**src/rtl/rx_fsm.sv**
```systemverilog
// rx_fsm: serial word receiver with 2-FF synchronisers, length check and inactivity timeout.
module rx_fsm #(
  parameter int DATA_WIDTH_BASE = 5,
  parameter int TIMEOUT_CYCLES  = 1024
) (
  input  logic                            clk,
  input  logic                            rst,
  input  logic                            rx_en,
  input  logic                            sck_rx,
  input  logic                            data_rx,
  input  logic                            latch_rx,
  output logic [2**DATA_WIDTH_BASE-1:0]   rx_data,
  output logic                            rx_valid,
  output logic                            rx_error,
  output logic                            busy
);
  localparam int W  = 2**DATA_WIDTH_BASE;
  localparam int CW = DATA_WIDTH_BASE + 1;
  localparam int TW = $clog2(TIMEOUT_CYCLES);
  localparam logic [CW-1:0] CNT_FULL = CW'(W);
  localparam logic [CW-1:0] CNT_SAT  = CW'(W + 1);
  localparam logic [TW-1:0] TMO_LAST = TW'(TIMEOUT_CYCLES - 1);
  localparam logic [1:0] IDLE = 2'd0;
  localparam logic [1:0] RECV = 2'd1;
  localparam logic [1:0] DONE = 2'd2;
  localparam logic [1:0] ERR  = 2'd3;

  logic [2:0]    meta_q, sync_q;
  logic [1:0]    hist_q;
  logic [1:0]    state_q, state_d;
  logic [W-1:0]  shift_q, shift_d, rx_data_q, rx_data_d;
  logic [CW-1:0] cnt_q, cnt_d, cnt_inc;
  logic [TW-1:0] tmo_q, tmo_d, tmo_inc;
  logic          rx_valid_q, rx_valid_d, rx_error_q, rx_error_d, busy_q, busy_d;
  logic          sck_s, data_s, latch_s, sck_rise, latch_rise;

  // All three link inputs share one synchroniser depth so data stays aligned with sck.
  assign sck_s      = sync_q[0];
  assign data_s     = sync_q[1];
  assign latch_s    = sync_q[2];
  assign sck_rise   = sck_s & ~hist_q[0];
  assign latch_rise = latch_s & ~hist_q[1];
  assign cnt_inc    = (cnt_q == CNT_SAT) ? cnt_q : cnt_q + 1'b1;
  assign tmo_inc    = tmo_q + 1'b1;

  always_comb begin
    state_d = state_q;
    shift_d = shift_q;
    cnt_d   = cnt_q;
    tmo_d   = tmo_q;
    if (state_q == IDLE) begin
      shift_d = '0;
      cnt_d   = '0;
      tmo_d   = '0;
      if (sck_rise) begin
        state_d = RECV;
        shift_d = {{(W-1){1'b0}}, data_s};
        cnt_d   = CW'(1);
      end
    end else if (state_q == RECV) begin
      shift_d = sck_rise ? {shift_q[W-2:0], data_s} : shift_q;
      cnt_d   = sck_rise ? cnt_inc : cnt_q;
      tmo_d   = sck_rise ? '0 : tmo_inc;
      // A same-cycle bit is counted before the length check.
      if (latch_rise) state_d = (cnt_d == CNT_FULL) ? DONE : ERR;
      else if (!sck_rise && tmo_inc == TMO_LAST) state_d = ERR;
    end else begin
      state_d = IDLE;
    end
    if (!rx_en) state_d = IDLE;
  end

  always_comb begin
    rx_valid_d = state_q == DONE;
    rx_error_d = state_q == ERR;
    rx_data_d  = rx_valid_d ? shift_q : rx_data_q;
    busy_d     = state_d == RECV;
  end

  always_ff @(posedge clk or negedge rst) begin
    if (!rst) begin
      meta_q     <= '0;
      sync_q     <= '0;
      hist_q     <= '0;
      state_q    <= IDLE;
      shift_q    <= '0;
      cnt_q      <= '0;
      tmo_q      <= '0;
      rx_data_q  <= '0;
      rx_valid_q <= 1'b0;
      rx_error_q <= 1'b0;
      busy_q     <= 1'b0;
    end else begin
      meta_q     <= {latch_rx, data_rx, sck_rx};
      sync_q     <= meta_q;
      hist_q     <= {latch_s, sck_s};
      state_q    <= state_d;
      shift_q    <= shift_d;
      cnt_q      <= cnt_d;
      tmo_q      <= tmo_d;
      rx_data_q  <= rx_data_d;
      rx_valid_q <= rx_valid_d;
      rx_error_q <= rx_error_d;
      busy_q     <= busy_d;
    end
  end

  assign rx_data  = rx_data_q;
  assign rx_valid = rx_valid_q;
  assign rx_error = rx_error_q;
  assign busy     = busy_q;
endmodule

```
**config.mk**
```make
export PLATFORM = sky130hd
export DESIGN_NAME = rx_fsm
export DESIGN_NICKNAME = d
export VERILOG_FILES = /design/src/rtl/rx_fsm.sv
export SDC_FILE = /design/constraint.sdc
export NUM_CORES = 1
export LEC_CHECK = 0
export ABC_AREA = 1
export CAP_MARGIN = 20
export CORE_MARGIN = 4
export CORE_UTILIZATION = 29
export CTS_BUF_LIST = sky130_fd_sc_hd__clkbuf_4 sky130_fd_sc_hd__clkbuf_8
export DETAILED_ROUTE_END_ITERATION = 12
export SETUP_SLACK_MARGIN = 0.02
export SYNTH_ARGS = -nofsm -noshare
export SYNTH_HDL_FRONTEND = slang
export SYNTH_SLANG_ARGS = --single-unit
export TNS_END_PERCENT = 30
```
**constraint.sdc**
```tcl
create_clock -name clk -period 1.7 [get_ports clk]
set_input_delay 0.425 -clock clk [delete_from_list [all_inputs] [get_ports clk]]
set_output_delay 0.425 -clock clk [all_outputs]
set_load 0.02 [all_outputs]
```
==> out/results.md, run 1 <==
| Result | Value | Unit |
|:---|:---|:---|
| VDD IR-drop max | 0.435 | mV |
| Die extent in x | 121 | µm |
| Count of flip-flops with a built-in enable after synthesis | 0 | - |
| Clk_skew | 10.6 | ps |
| Global-route usage over all layers | 11.0 | % |
| Hold crit path type | reg2reg | - |
| Drc violations | 0 | - |
| Per-cell routed wire length | 12.7 | µm |
| Post-detailed-placement half-perimeter wirelength | 5020 | µm |
| Minimum hold slack | 359 | ps |
| Highest fanout seen on the critical path | 4 | - |
| Placed Instances | 595 | - |
| Area of the placeable core | 12600 | µm² |
| Max capacitance violation total | 0 | - |
| Portion of the post-synthesis area used by sequential elements | 62.7 | % |
| Number of cells in the finished layout apart from fillers | 617 | - |
| Share of async-settable or async-resettable flops after synthesis | 100 | % |
| Clock transition at the register clock pins on the worst setup and hold paths after CTS | 90 | ps |
| Most used standard cell by instance count after synthesis | sky130_fd_sc_hd__dfrtp_1 | - |
| TritonCTS clock tree | built | - |
| Fraction of layout instances using a drive strength above 1 | 14.4 | % |
| Max Slew Vio Count | 0 | - |
| Number of violations reported at the end of detailed-routing iteration 0 | 136 | - |
| Setup repair after global routing missed its margin | no | - |
| Area growth syn-to-layout | 26.1 | % |
| Critical path class | reg2reg | - |
| Yosys synthesis warning count | 0 | - |
| Gpl congestion | 0.836 | - |
| First-pass GRT wire length | 13100 | µm |
| Overflow after GRT | 0 | - |
| Top Ports | 41 | - |
| Ratio of routed vias to standard cells | 4.51 | - |
| Number of sinks driven by the clock tree | 93 | - |
| Leak | 2.18 | nW |
| Transition time at the pin with the least slew margin | 336 | ps |
| Number of instances in the synthesized netlist | 389 | - |
| Total negative setup slack | 0 | ps |
| Clock root buffer | sky130_fd_sc_hd__clkbuf_8 | - |
| Count of buffers from port buffering | 40 | - |
| Max Freq | 638 | MHz |
| Count of final hold-check violations | 0 | - |
| Post-Syn Nets | 399 | - |
| Leading cell types by count after synthesis | 93 x sky130_fd_sc_hd__dfrtp_1, 84 x sky130_fd_sc_hd__nand2_1, 62 x sky130_fd_sc_hd__inv_1 | - |
| Cts bufs inserted | 9 | - |
| Post-layout power | 3.85 | mW |
| Pin count of the biggest net entering global routing | 65 | - |
| Synthesized area | 3710 | µm² |
| Required time reported for the critical path endpoint | 1990 | ps |
| Number of buffers on the longest clock path | 2 | - |
| Final worst path period share | 92.2 | % |
| Final count of negative-setup-slack endpoints | 0 | - |
| Total routed wirelength | 7810 | µm |
| Via count | 2781 | - |
| Power density cells | 824 | nW/µm² |
| Period minus WS final | 1570 | ps |
| Endpoint type of the worst setup path | flop | - |
| Top cell type's share of synthesized area | 62.7 | % |
| First-pass iteration count of the detailed router | 4 | - |
| Number of antenna violations at the first check in global routing | 0 | - |
| Worst Setup Start Kind | flop | - |
| Most used DFF post-synth | sky130_fd_sc_hd__dfrtp_1 | - |
| Die Footprint | 14700 | µm² |
| Leading post-synthesis cells by cell area | sky130_fd_sc_hd__dfrtp_1 63%, sky130_fd_sc_hd__nand2_1 8.5%, sky130_fd_sc_hd__inv_1 6.3% | - |
| CTS H-tree depth | 3 | - |
| Final ANT Viol Nets | 0 | - |
| Number of standard-cell rows in the floorplan | 41 | - |
| Synth Register Bits | 93 | - |
| Later-pin clock latency in the skew report | 350 | ps |
| Utilization after layout | 37.2 | % |
| Largest area contributor in the netlist | sky130_fd_sc_hd__dfrtp_1 | - |
| Number of global-route vias before repair | 2752 | - |
| Diode count | 0 | - |
| Net count, final | 450 | - |
| Syn Area/Cell | 9.54 | µm² |
| Unique cell type count in the Yosys netlist | 24 | - |
| Outcome | complete, no violations | - |
| Data arrival time of the critical path | 1860 | ps |
| Starting density of the core | 29.5 | % |
| Worst relative slew slack | 77.6 | % |
| Vert. Die Dim | 121 | µm |
[critical path: stages (launching register included)]
cell and delay [ps]:
sky130_fd_sc_hd__dfrtp_2 470, sky130_fd_sc_hd__inv_2 90, sky130_fd_sc_hd__ha_4 110, sky130_fd_sc_hd__nand2_1 50, sky130_fd_sc_hd__inv_2 80, sky130_fd_sc_hd__nand3_4 100, sky130_fd_sc_hd__nand2_4 110, sky130_fd_sc_hd__nand2_2 70
sky130_fd_sc_hd__nand3_2 90, sky130_fd_sc_hd__nor2_2 40, sky130_fd_sc_hd__nand2_1 40, sky130_fd_sc_hd__nand2_1 40, sky130_fd_sc_hd__nand2_1 60, sky130_fd_sc_hd__nand2_2 60, sky130_fd_sc_hd__nor2_2 90
[sequential cells by signal (all words and copies together), names as in the netlist]
| signal | cells |
|---|---|
| busy | 1 |
| cnt_q | 6 |
| hist_q | 2 |
| meta_q | 3 |
| rx_data | 32 |
| rx_error | 1 |
| rx_valid | 1 |
| shift_q | 32 |
| state_q | 2 |
| sync_q | 3 |
| tmo_q | 10 |
[timing repair]
| action | in CTS | in global routing |
|---|---|---|
| setup buffers | 0 | 5 |
| gates resized for setup | 35 | 31 |
| pin swaps | 0 | 10 |
| hold buffers | 1 | 0 |
| hold endpoints to repair | 11 | 0 |
| setup endpoints to repair | 35 | 3 |
[routing by layer]
layer	GRT usage (%)	part of all wire [%]	vias up
li1	-	-	1362
met1	14.6	46	1345
met2	17.3	46	62
met3	3.45	5.4	12
met4	3.22	1.8	0
met5	0	0	-
[layout by cell type (no fill, tap or decap), types with 2 or more instances in the layout]
cell and n:
sky130_fd_sc_hd__a21oi_2 2, sky130_fd_sc_hd__buf_12 4, sky130_fd_sc_hd__buf_4 9, sky130_fd_sc_hd__clkbuf_4 2, sky130_fd_sc_hd__clkbuf_8 11, sky130_fd_sc_hd__clkdlybuf4s50_1 4
sky130_fd_sc_hd__clkinvlp_4 2, sky130_fd_sc_hd__dfrtp_1 91, sky130_fd_sc_hd__dfrtp_2 2, sky130_fd_sc_hd__dlygate4sd2_1 35, sky130_fd_sc_hd__ha_4 2, sky130_fd_sc_hd__inv_1 59
sky130_fd_sc_hd__inv_2 5, sky130_fd_sc_hd__nand2_1 78, sky130_fd_sc_hd__nand2_2 5, sky130_fd_sc_hd__nand2_4 2, sky130_fd_sc_hd__nand3_1 12, sky130_fd_sc_hd__nand3_2 6
sky130_fd_sc_hd__nand4_1 4, sky130_fd_sc_hd__nor2_1 9, sky130_fd_sc_hd__nor2_2 6, sky130_fd_sc_hd__nor2_4 2, sky130_fd_sc_hd__o21ai_0 42, sky130_fd_sc_hd__o21ai_1 2
sky130_fd_sc_hd__o22ai_1 37
[logic make-up after synthesis]
| group | share of synthesized area (%) |
|---|---|
| simple gates | 14.5 |
| flops | 62.7 |
| compound gates | 13.3 |
| buf+inv | 7.92 |
| fa+ha+maj | 1.35 |
| xor+xnor | 0.236 |
[power by group]
group	switching, mW	internal (mW)
clock	0.744	0.644
sequential	0.0188	2.23
combinational	0.140	0.0747
[layout make-up]
cell class,instances,area (µm²)
clock inverters,3,20.0
inverters,65,249
multi-input cells,218,1190
repair buffers,53,504
fillers,1280,7890
flip-flops and latches,93,2330
clock buffers,13,166
well taps,172,215
[final timing paths]
check	from	end	slack, ps	cells after the start
max	cnt_q[1]	busy	130	14
min	meta_q[2]	sync_q[2]	360	0
max reg2reg	cnt_q[1]	busy	130	14
min reg2reg	meta_q[2]	sync_q[2]	360	0
max in group asynchronous	rst	cnt_q[0]	760	3
min in group asynchronous	rst	rx_data[14]	460	2
[per-stage QoR]
step / area [µm²] / setup slack (ps)
floorplan: 3710 / 293
global placement: 4380 / 163
detailed placement: 4380 / 103
CTS: 4530 / 61.9
global route: 4680 / 2.80
finish: 4680 / 132
No activity file was read; power rests on OpenSTA's default activity.
==> run 2: changes to the inputs <==
==> constraint.sdc (replaced) <==
create_clock -name clk -period 1.85 [get_ports clk]
set_input_delay 0.185 -clock clk [delete_from_list [all_inputs] [get_ports clk]]
set_output_delay 0.185 -clock clk [all_outputs]
set_load 0.02 [all_outputs]
==> out/results.md, run 2 (synthesized netlist as in run 1, its figures left out) <==
| Result | Value | Unit | vs previous |
|:---|:---|:---|:---|
| Area taken by flip-flops and latches | 2330 | µm² | -0.11% |
| Number of global-route vias before repair | 2714 | - | -1.4% |
| Final-layout fill cell count | 1274 | - | -0.47% |
| Total routed wirelength | 7390 | µm | -5.3% |
| Clock transition at the register clock pins on the worst setup and hold paths after CTS | 90 | ps | about the same |
| Outcome | complete, no violations | - |  |
| Gpl congestion | 0.882 | - | +5.6% |
| Top Ports | 41 | - | unchanged |
| Clock root buffer | sky130_fd_sc_hd__clkbuf_8 | - |  |
| Placed Instances | 594 | - | -0.17% |
| Overflow after GRT | 0 | - | unchanged |
| Number of sinks driven by the clock tree | 93 | - | unchanged |
| Setup Buffers After CTS | 0 | - | unchanged |
| Setup repair after global routing missed its margin | no | - |  |
| Global-route usage over all layers | 10.9 | % | -0.12 points |
| Area of the placeable core | 12600 | µm² | unchanged |
| Die extent in x | 121 | µm | unchanged |
| Highest fanout seen on the critical path | 5 | - | +1 |
| Post-layout power | 3.55 | mW | -7.8% |
| Per-cell routed wire length | 12.1 | µm | -4.1% |
| Final worst path period share | 85.9 | % | -6.3 points |
| Number of buffers on the longest clock path | 2 | - | unchanged |
| Worst Setup Start Kind | flop | - |  |
| Final count of negative-setup-slack endpoints | 0 | - | unchanged |
| Hold Path Stages | 1 | - | +1 |
| Data arrival time of the critical path | 1850 | ps | about the same |
| Diode count | 0 | - | unchanged |
| Final ANT Viol Nets | 0 | - | unchanged |
| Clk_skew | 7.87 | ps | -2.74 ps |
| Endpoint type of the worst setup path | flop | - |  |
| Later-pin clock latency in the skew report | 360 | ps | about the same |
| Worst reg2reg path endpoint | busy | - |  |
| Period minus WS final | 1590 | ps | +21.2 ps |
| Max capacitance violation total | 0 | - | unchanged |
| Drc violations | 0 | - | unchanged |
| Pin count of the biggest net entering global routing | 65 | - | unchanged |
| Vert. Die Dim | 121 | µm | unchanged |
| Cts bufs inserted | 9 | - | unchanged |
| Hold crit path type | in2reg | - |  |
| Worst reg2reg setup slack | 260 | ps | +130 ps |
| Crit path to | busy | - |  |
| CTS H-tree depth | 3 | - | unchanged |
| Top library cells by usage in the layout, fill and taps aside | 93 x sky130_fd_sc_hd__dfrtp_1, 84 x sky130_fd_sc_hd__nand2_1, 62 x sky130_fd_sc_hd__inv_1, 42 x sky130_fd_sc_hd__o21ai_0, 39 x sky130_fd_sc_hd__clkdlybuf4s50_1 | - |  |
| Transition time at the pin with the least slew margin | 521 | ps | +185 ps |
| Area growth syn-to-layout | 22.8 | % |  |
| Critical path class | reg2reg | - |  |
| Count of final hold-check violations | 0 | - | unchanged |
| Total negative setup slack | 0 | ps | unchanged |
| First-pass GRT wire length | 12800 | µm | -2.2% |
| Power density cells | 780 | nW/µm² | -5.3% |
| Starting density of the core | 29.5 | % | unchanged |
| Required time reported for the critical path endpoint | 2110 | ps | +120 ps |
| Number of cells in the finished layout apart from fillers | 609 | - | -1.3% |
| Setup Slack @ Placement | 280 | ps | +176 ps |
| TritonCTS clock tree | built | - |  |
| Most common cell after layout, fill and taps aside | sky130_fd_sc_hd__dfrtp_1 | - |  |
| Post-detailed-placement half-perimeter wirelength | 5040 | µm | +0.47% |
| First-pass iteration count of the detailed router | 4 | - | unchanged |
| Ratio of routed vias to standard cells | 4.51 | - | +0.15% |
| VDD IR-drop max | 0.311 | mV | -29% |
| Max Slew Vio Count | 0 | - | unchanged |
| Net count, final | 444 | - | -1.3% |
| Number of standard-cell rows in the floorplan | 41 | - | unchanged |
| Number of antenna violations at the first check in global routing | 0 | - | unchanged |
| Crit path setup slack, layout | 261 | ps | +129 ps |
| Reg2Reg Launch Point | tmo_q[1] | - |  |
| Max Freq | 629 | MHz | -1.3% |
| Count of buffers from port buffering | 40 | - | unchanged |
| Worst Setup SP | tmo_q[1] | - |  |
| Die Footprint | 14700 | µm² | unchanged |
| Number of violations reported at the end of detailed-routing iteration 0 | 75 | - | -45% |
| Fraction of layout instances using a drive strength above 1 | 7.32 | % | -7.1 points |
| Via count | 2749 | - | -1.2% |
| Leak | 1.97 | nW | -9.6% |
| Area of the multi-input gates | 1090 | µm² | -8.4% |
| Worst relative slew slack | 65.2 | % | -12 points |
| Number of cells traversed by the worst register-to-register path | 10 | - | -4 |
[run 2: worst min-delay path by stage]
stage / slack (ps) / from / endpoint
floorplan: -110 / rst / busy
global placement: 190 / rst / rx_data[13]
detailed placement: 200 / rst / rx_data[13]
CTS: 250 / data_rx / meta_q[1]
global route: 250 / data_rx / meta_q[1]
finish: 260 / data_rx / meta_q[1]
[run 2: repair_timing]
item	CTS	global route
hold buffers	1	0
gates resized for setup	0	0
hold endpoints to repair	38	0
[run 2: per-layer routing]
layer / GRT usage, % / vias up / wire, µm
met4: 3.99 / 0 / 104
met2: 17.2 / 57 / 3460
li1: - / 1354 / -
met5: 0 / - / 0
met1: 13.8 / 1328 / 3420
met3: 3.68 / 10 / 414
[run 2: final cells by class]
| cell class | instances | share of cell area, % |
|---|---|---|
| multi-input cells | 218 | 24.0 |
| clock inverters | 4 | 1.10 |
| flip-flops and latches | 93 | 51.0 |
| clock buffers | 10 | 3.02 |
| inverters | 65 | 5.35 |
| repair buffers | 47 | 10.8 |
| well taps | 172 | 4.72 |
[run 2: critical path, stage by stage, from the launching register on]
cell and delay, ps:
sky130_fd_sc_hd__dfrtp_1 420, sky130_fd_sc_hd__ha_1 200, sky130_fd_sc_hd__nand2_1 80, sky130_fd_sc_hd__inv_1 130
sky130_fd_sc_hd__nand4_1 100, sky130_fd_sc_hd__nand2_1 70, sky130_fd_sc_hd__nand2_1 60, sky130_fd_sc_hd__nor2_1 120
sky130_fd_sc_hd__nand3_1 100, sky130_fd_sc_hd__a21oi_2 140, sky130_fd_sc_hd__nor2_1 60
[run 2: per-stage QoR]
step / cell area (µm²) / util, % / hold WS (ps)
after global placement: 4360 / 34.7 / 190
after floorplan: 3710 / - / -111
after detailed placement: 4360 / 34.7 / 199
after CTS: 4560 / 36.3 / 246
final: 4560 / 36.3 / 263
after global routing: 4560 / 36.3 / 250
[run 2: power breakdown]
group | internal [mW] | total [mW] | switching (mW)
Sequential | 2.05 | 2.07 | 0.0152
Clock | 0.644 | 1.32 | 0.675
Combinational | 0.0537 | 0.169 | 0.115
==> run 3: changes to the inputs <==
--- a/config.mk
+++ b/config.mk
@@ -8,9 +8,11 @@
 export ABC_AREA = 1
 export CAP_MARGIN = 20
 export CORE_MARGIN = 4
-export CORE_UTILIZATION = 29
+export CORE_UTILIZATION = 45
 export CTS_BUF_LIST = sky130_fd_sc_hd__clkbuf_4 sky130_fd_sc_hd__clkbuf_8
+export CTS_CLUSTER_SIZE = 14
 export DETAILED_ROUTE_END_ITERATION = 12
+export PLACE_DENSITY = 0.66
 export SETUP_SLACK_MARGIN = 0.02
 export SYNTH_ARGS = -nofsm -noshare
 export SYNTH_HDL_FRONTEND = slang
==> out/results.md, run 3 (synthesized netlist as in run 1, its figures left out) <==
| Result | Value | Unit | vs previous |
|:---|:---|:---|:---|
| First-pass GRT wire length | 12000 | µm | -7.0% |
| Setup repair after global routing missed its margin | no | - |  |
| Number of antenna violations at the first check in global routing | 0 | - | unchanged |
| Resized Gates After CTS | 0 | - | unchanged |
| Max capacitance violation total | 0 | - | unchanged |
| Count of buffers from port buffering | 40 | - | unchanged |
| Die Footprint | 9770 | µm² | -33% |
| Required time reported for the critical path endpoint | 2090 | ps | -20 ps |
| Total routed wirelength | 6810 | µm | -7.8% |
| Count of final hold-check violations | 0 | - | unchanged |
| Leak | 1.99 | nW | +1.3% |
| Cts bufs inserted | 9 | - | unchanged |
| Later-pin clock latency in the skew report | 350 | ps | about the same |
| Pin count of the biggest net entering global routing | 33 | - | -49% |
| Number of global-route vias before repair | 2640 | - | -2.7% |
| Starting density of the core | 47.1 | % | +18 points |
| Vert. Die Dim | 98.8 | µm | -18% |
| Final worst path period share | 85.8 | % | -0.12 points |
| Critical path class | reg2reg | - |  |
| Drc violations | 0 | - | unchanged |
| Highest fanout seen on the critical path | 4 | - | -1 |
| Fraction of layout instances using a drive strength above 1 | 8.37 | % | +1.0 points |
| Per-cell routed wire length | 12.5 | µm | +3.2% |
| Die extent in x | 98.8 | µm | -18% |
| Area of the placeable core | 7890 | µm² | -37% |
| First-pass iteration count of the detailed router | 4 | - | unchanged |
| Post-layout power | 3.52 | mW | -0.94% |
| Net count, final | 447 | - | +0.68% |
| Clk_skew | 7.29 | ps | -0.587 ps |
| Placed Instances | 527 | - | -11% |
| Crit path setup slack, layout | 263 | ps | +2.20 ps |
| Setup Slack @ Placement | 287 | ps | +7.33 ps |
| Total negative setup slack | 0 | ps | unchanged |
| Number of sinks driven by the clock tree | 93 | - | unchanged |
| Area growth syn-to-layout | 21.5 | % |  |
| Final ANT Viol Nets | 0 | - | unchanged |
| Endpoint type of the worst setup path | flop | - |  |
| VDD IR-drop max | 0.495 | mV | +59% |
| Via count | 2693 | - | -2.0% |
| Gpl congestion | 0.797 | - | -9.7% |
| Top Ports | 41 | - | unchanged |
| Power density cells | 781 | nW/µm² | +0.14% |
| Worst Setup Start Kind | flop | - |  |
| Clock transition at the register clock pins on the worst setup and hold paths after CTS | 90 | ps | about the same |
| Number of violations reported at the end of detailed-routing iteration 0 | 133 | - | +77% |
| Most common cell after layout, fill and taps aside | sky130_fd_sc_hd__dfrtp_1 | - |  |
| Data arrival time of the critical path | 1830 | ps | -20 ps |
| Hold crit path type | in2reg | - |  |
| Final count of negative-setup-slack endpoints | 0 | - | unchanged |
| Outcome | complete, no violations | - |  |
| Number of buffers on the longest clock path | 2 | - | unchanged |
| TritonCTS clock tree | built | - |  |
| Number of cells in the finished layout apart from fillers | 544 | - | -11% |
| Ratio of routed vias to standard cells | 4.95 | - | +9.7% |
| Period minus WS final | 1590 | ps | -2.20 ps |
| Post-detailed-placement half-perimeter wirelength | 4710 | µm | -6.5% |
| Max Freq | 630 | MHz | +0.14% |
| Cell area after layout | 4510 | µm² | -1.1% |
| Worst relative slew slack | 71.7 | % | +6.5 points |
| Top library cells by usage in the layout, fill and taps aside | 93 x sky130_fd_sc_hd__dfrtp_1, 84 x sky130_fd_sc_hd__nand2_1, 62 x sky130_fd_sc_hd__inv_1, 42 x sky130_fd_sc_hd__o21ai_0, 39 x sky130_fd_sc_hd__clkdlybuf4s50_1 | - |  |
| Overflow after GRT | 0 | - | unchanged |
| Clock root buffer | sky130_fd_sc_hd__clkbuf_8 | - |  |
| Diode count | 0 | - | unchanged |
| Number of standard-cell rows in the floorplan | 32 | - | -22% |
| Transition time at the pin with the least slew margin | 424 | ps | -97.1 ps |
| CTS H-tree depth | 3 | - | unchanged |
| Post-place instance area | 4310 | µm² | -1.2% |
| Max Slew Vio Count | 0 | - | unchanged |
| Global-route usage over all layers | 15.0 | % | +4.1 points |
| Final-layout fill cell count | 710 | - | -44% |
run 3: per-stage QoR:
step           hold slack [ps]  util [%]
2_1_floorplan             -111         -
3_3_place_gp               156      54.6
3_5_place_dp               159      54.6
4_1_cts                    250      57.2
5_1_grt                    256      57.2
6_report                   271      57.2
run 3: worst max-delay path, stage by stage, from the launching register on:
cell,delay (ps)
sky130_fd_sc_hd__dfrtp_1,430
sky130_fd_sc_hd__inv_1,80
sky130_fd_sc_hd__ha_1,190
sky130_fd_sc_hd__nand2_1,50
sky130_fd_sc_hd__inv_1,40
sky130_fd_sc_hd__nand3_1,100
sky130_fd_sc_hd__nand2_1,80
sky130_fd_sc_hd__nand2_1,80
sky130_fd_sc_hd__nand3_1,70
sky130_fd_sc_hd__nor2_1,100
sky130_fd_sc_hd__nand2_1,50
sky130_fd_sc_hd__nand2_1,50
sky130_fd_sc_hd__nand2_1,50
sky130_fd_sc_hd__nand2_1,70
sky130_fd_sc_hd__nor2_1,40
run 3: final cells by class:
type | instances | area, µm² | share of cell area, %
Inverter | 65 | 244 | 5.41
Clock inverter | 6 | 53.8 | 1.19
Timing Repair Buffer | 50 | 526 | 11.7
Clock buffer | 10 | 138 | 3.05
Sequential cell | 93 | 2330 | 51.6
Multi-Input combinational cell | 218 | 1090 | 24.3
Tap cell | 102 | 128 | 2.83
run 3: layer usage:
metal / GRT usage, % / share of wire [%] / up-vias
met5: 0 / 0 / -
met2: 22.3 / 47 / 57
li1: - / - / 1359
met4: 6.62 / 0.53 / 0
met1: 21.5 / 48 / 1275
met3: 2.76 / 4.5 / 2
run 3: report_power, final:
part / switching, mW / internal (mW) / total [mW]
clock network: 0.733 / 0.552 / 1.28
logic: 0.114 / 0.0568 / 0.171
registers: 0.0148 / 2.05 / 2.07
total: 0.862 / 2.66 / 3.52
run 3: worst paths after layout:
| kind | to | startpoint | depth (start not counted) | slack, ps |
|---|---|---|---|---|
| worst max-delay path | busy | cnt_q[1] | 14 | 260 |
| worst min-delay path | meta_q[2] | latch_rx | 1 | 270 |
| worst max register to register | busy | cnt_q[1] | 14 | 260 |
| worst min register to register | sync_q[2] | meta_q[2] | 0 | 360 |
| max in group asynchronous | rx_data[3] | rst | 3 | 970 |
| min in group asynchronous | tmo_q[8] | rst | 2 | 320 |
run 3: repair_timing:
action / 4_1_cts / 5_1_grt
hold buffers: 1 / 0
endpoints found under the setup margin: 0 / 0
buffers inserted: 0 / 0
hold endpoints to repair: 29 / 0
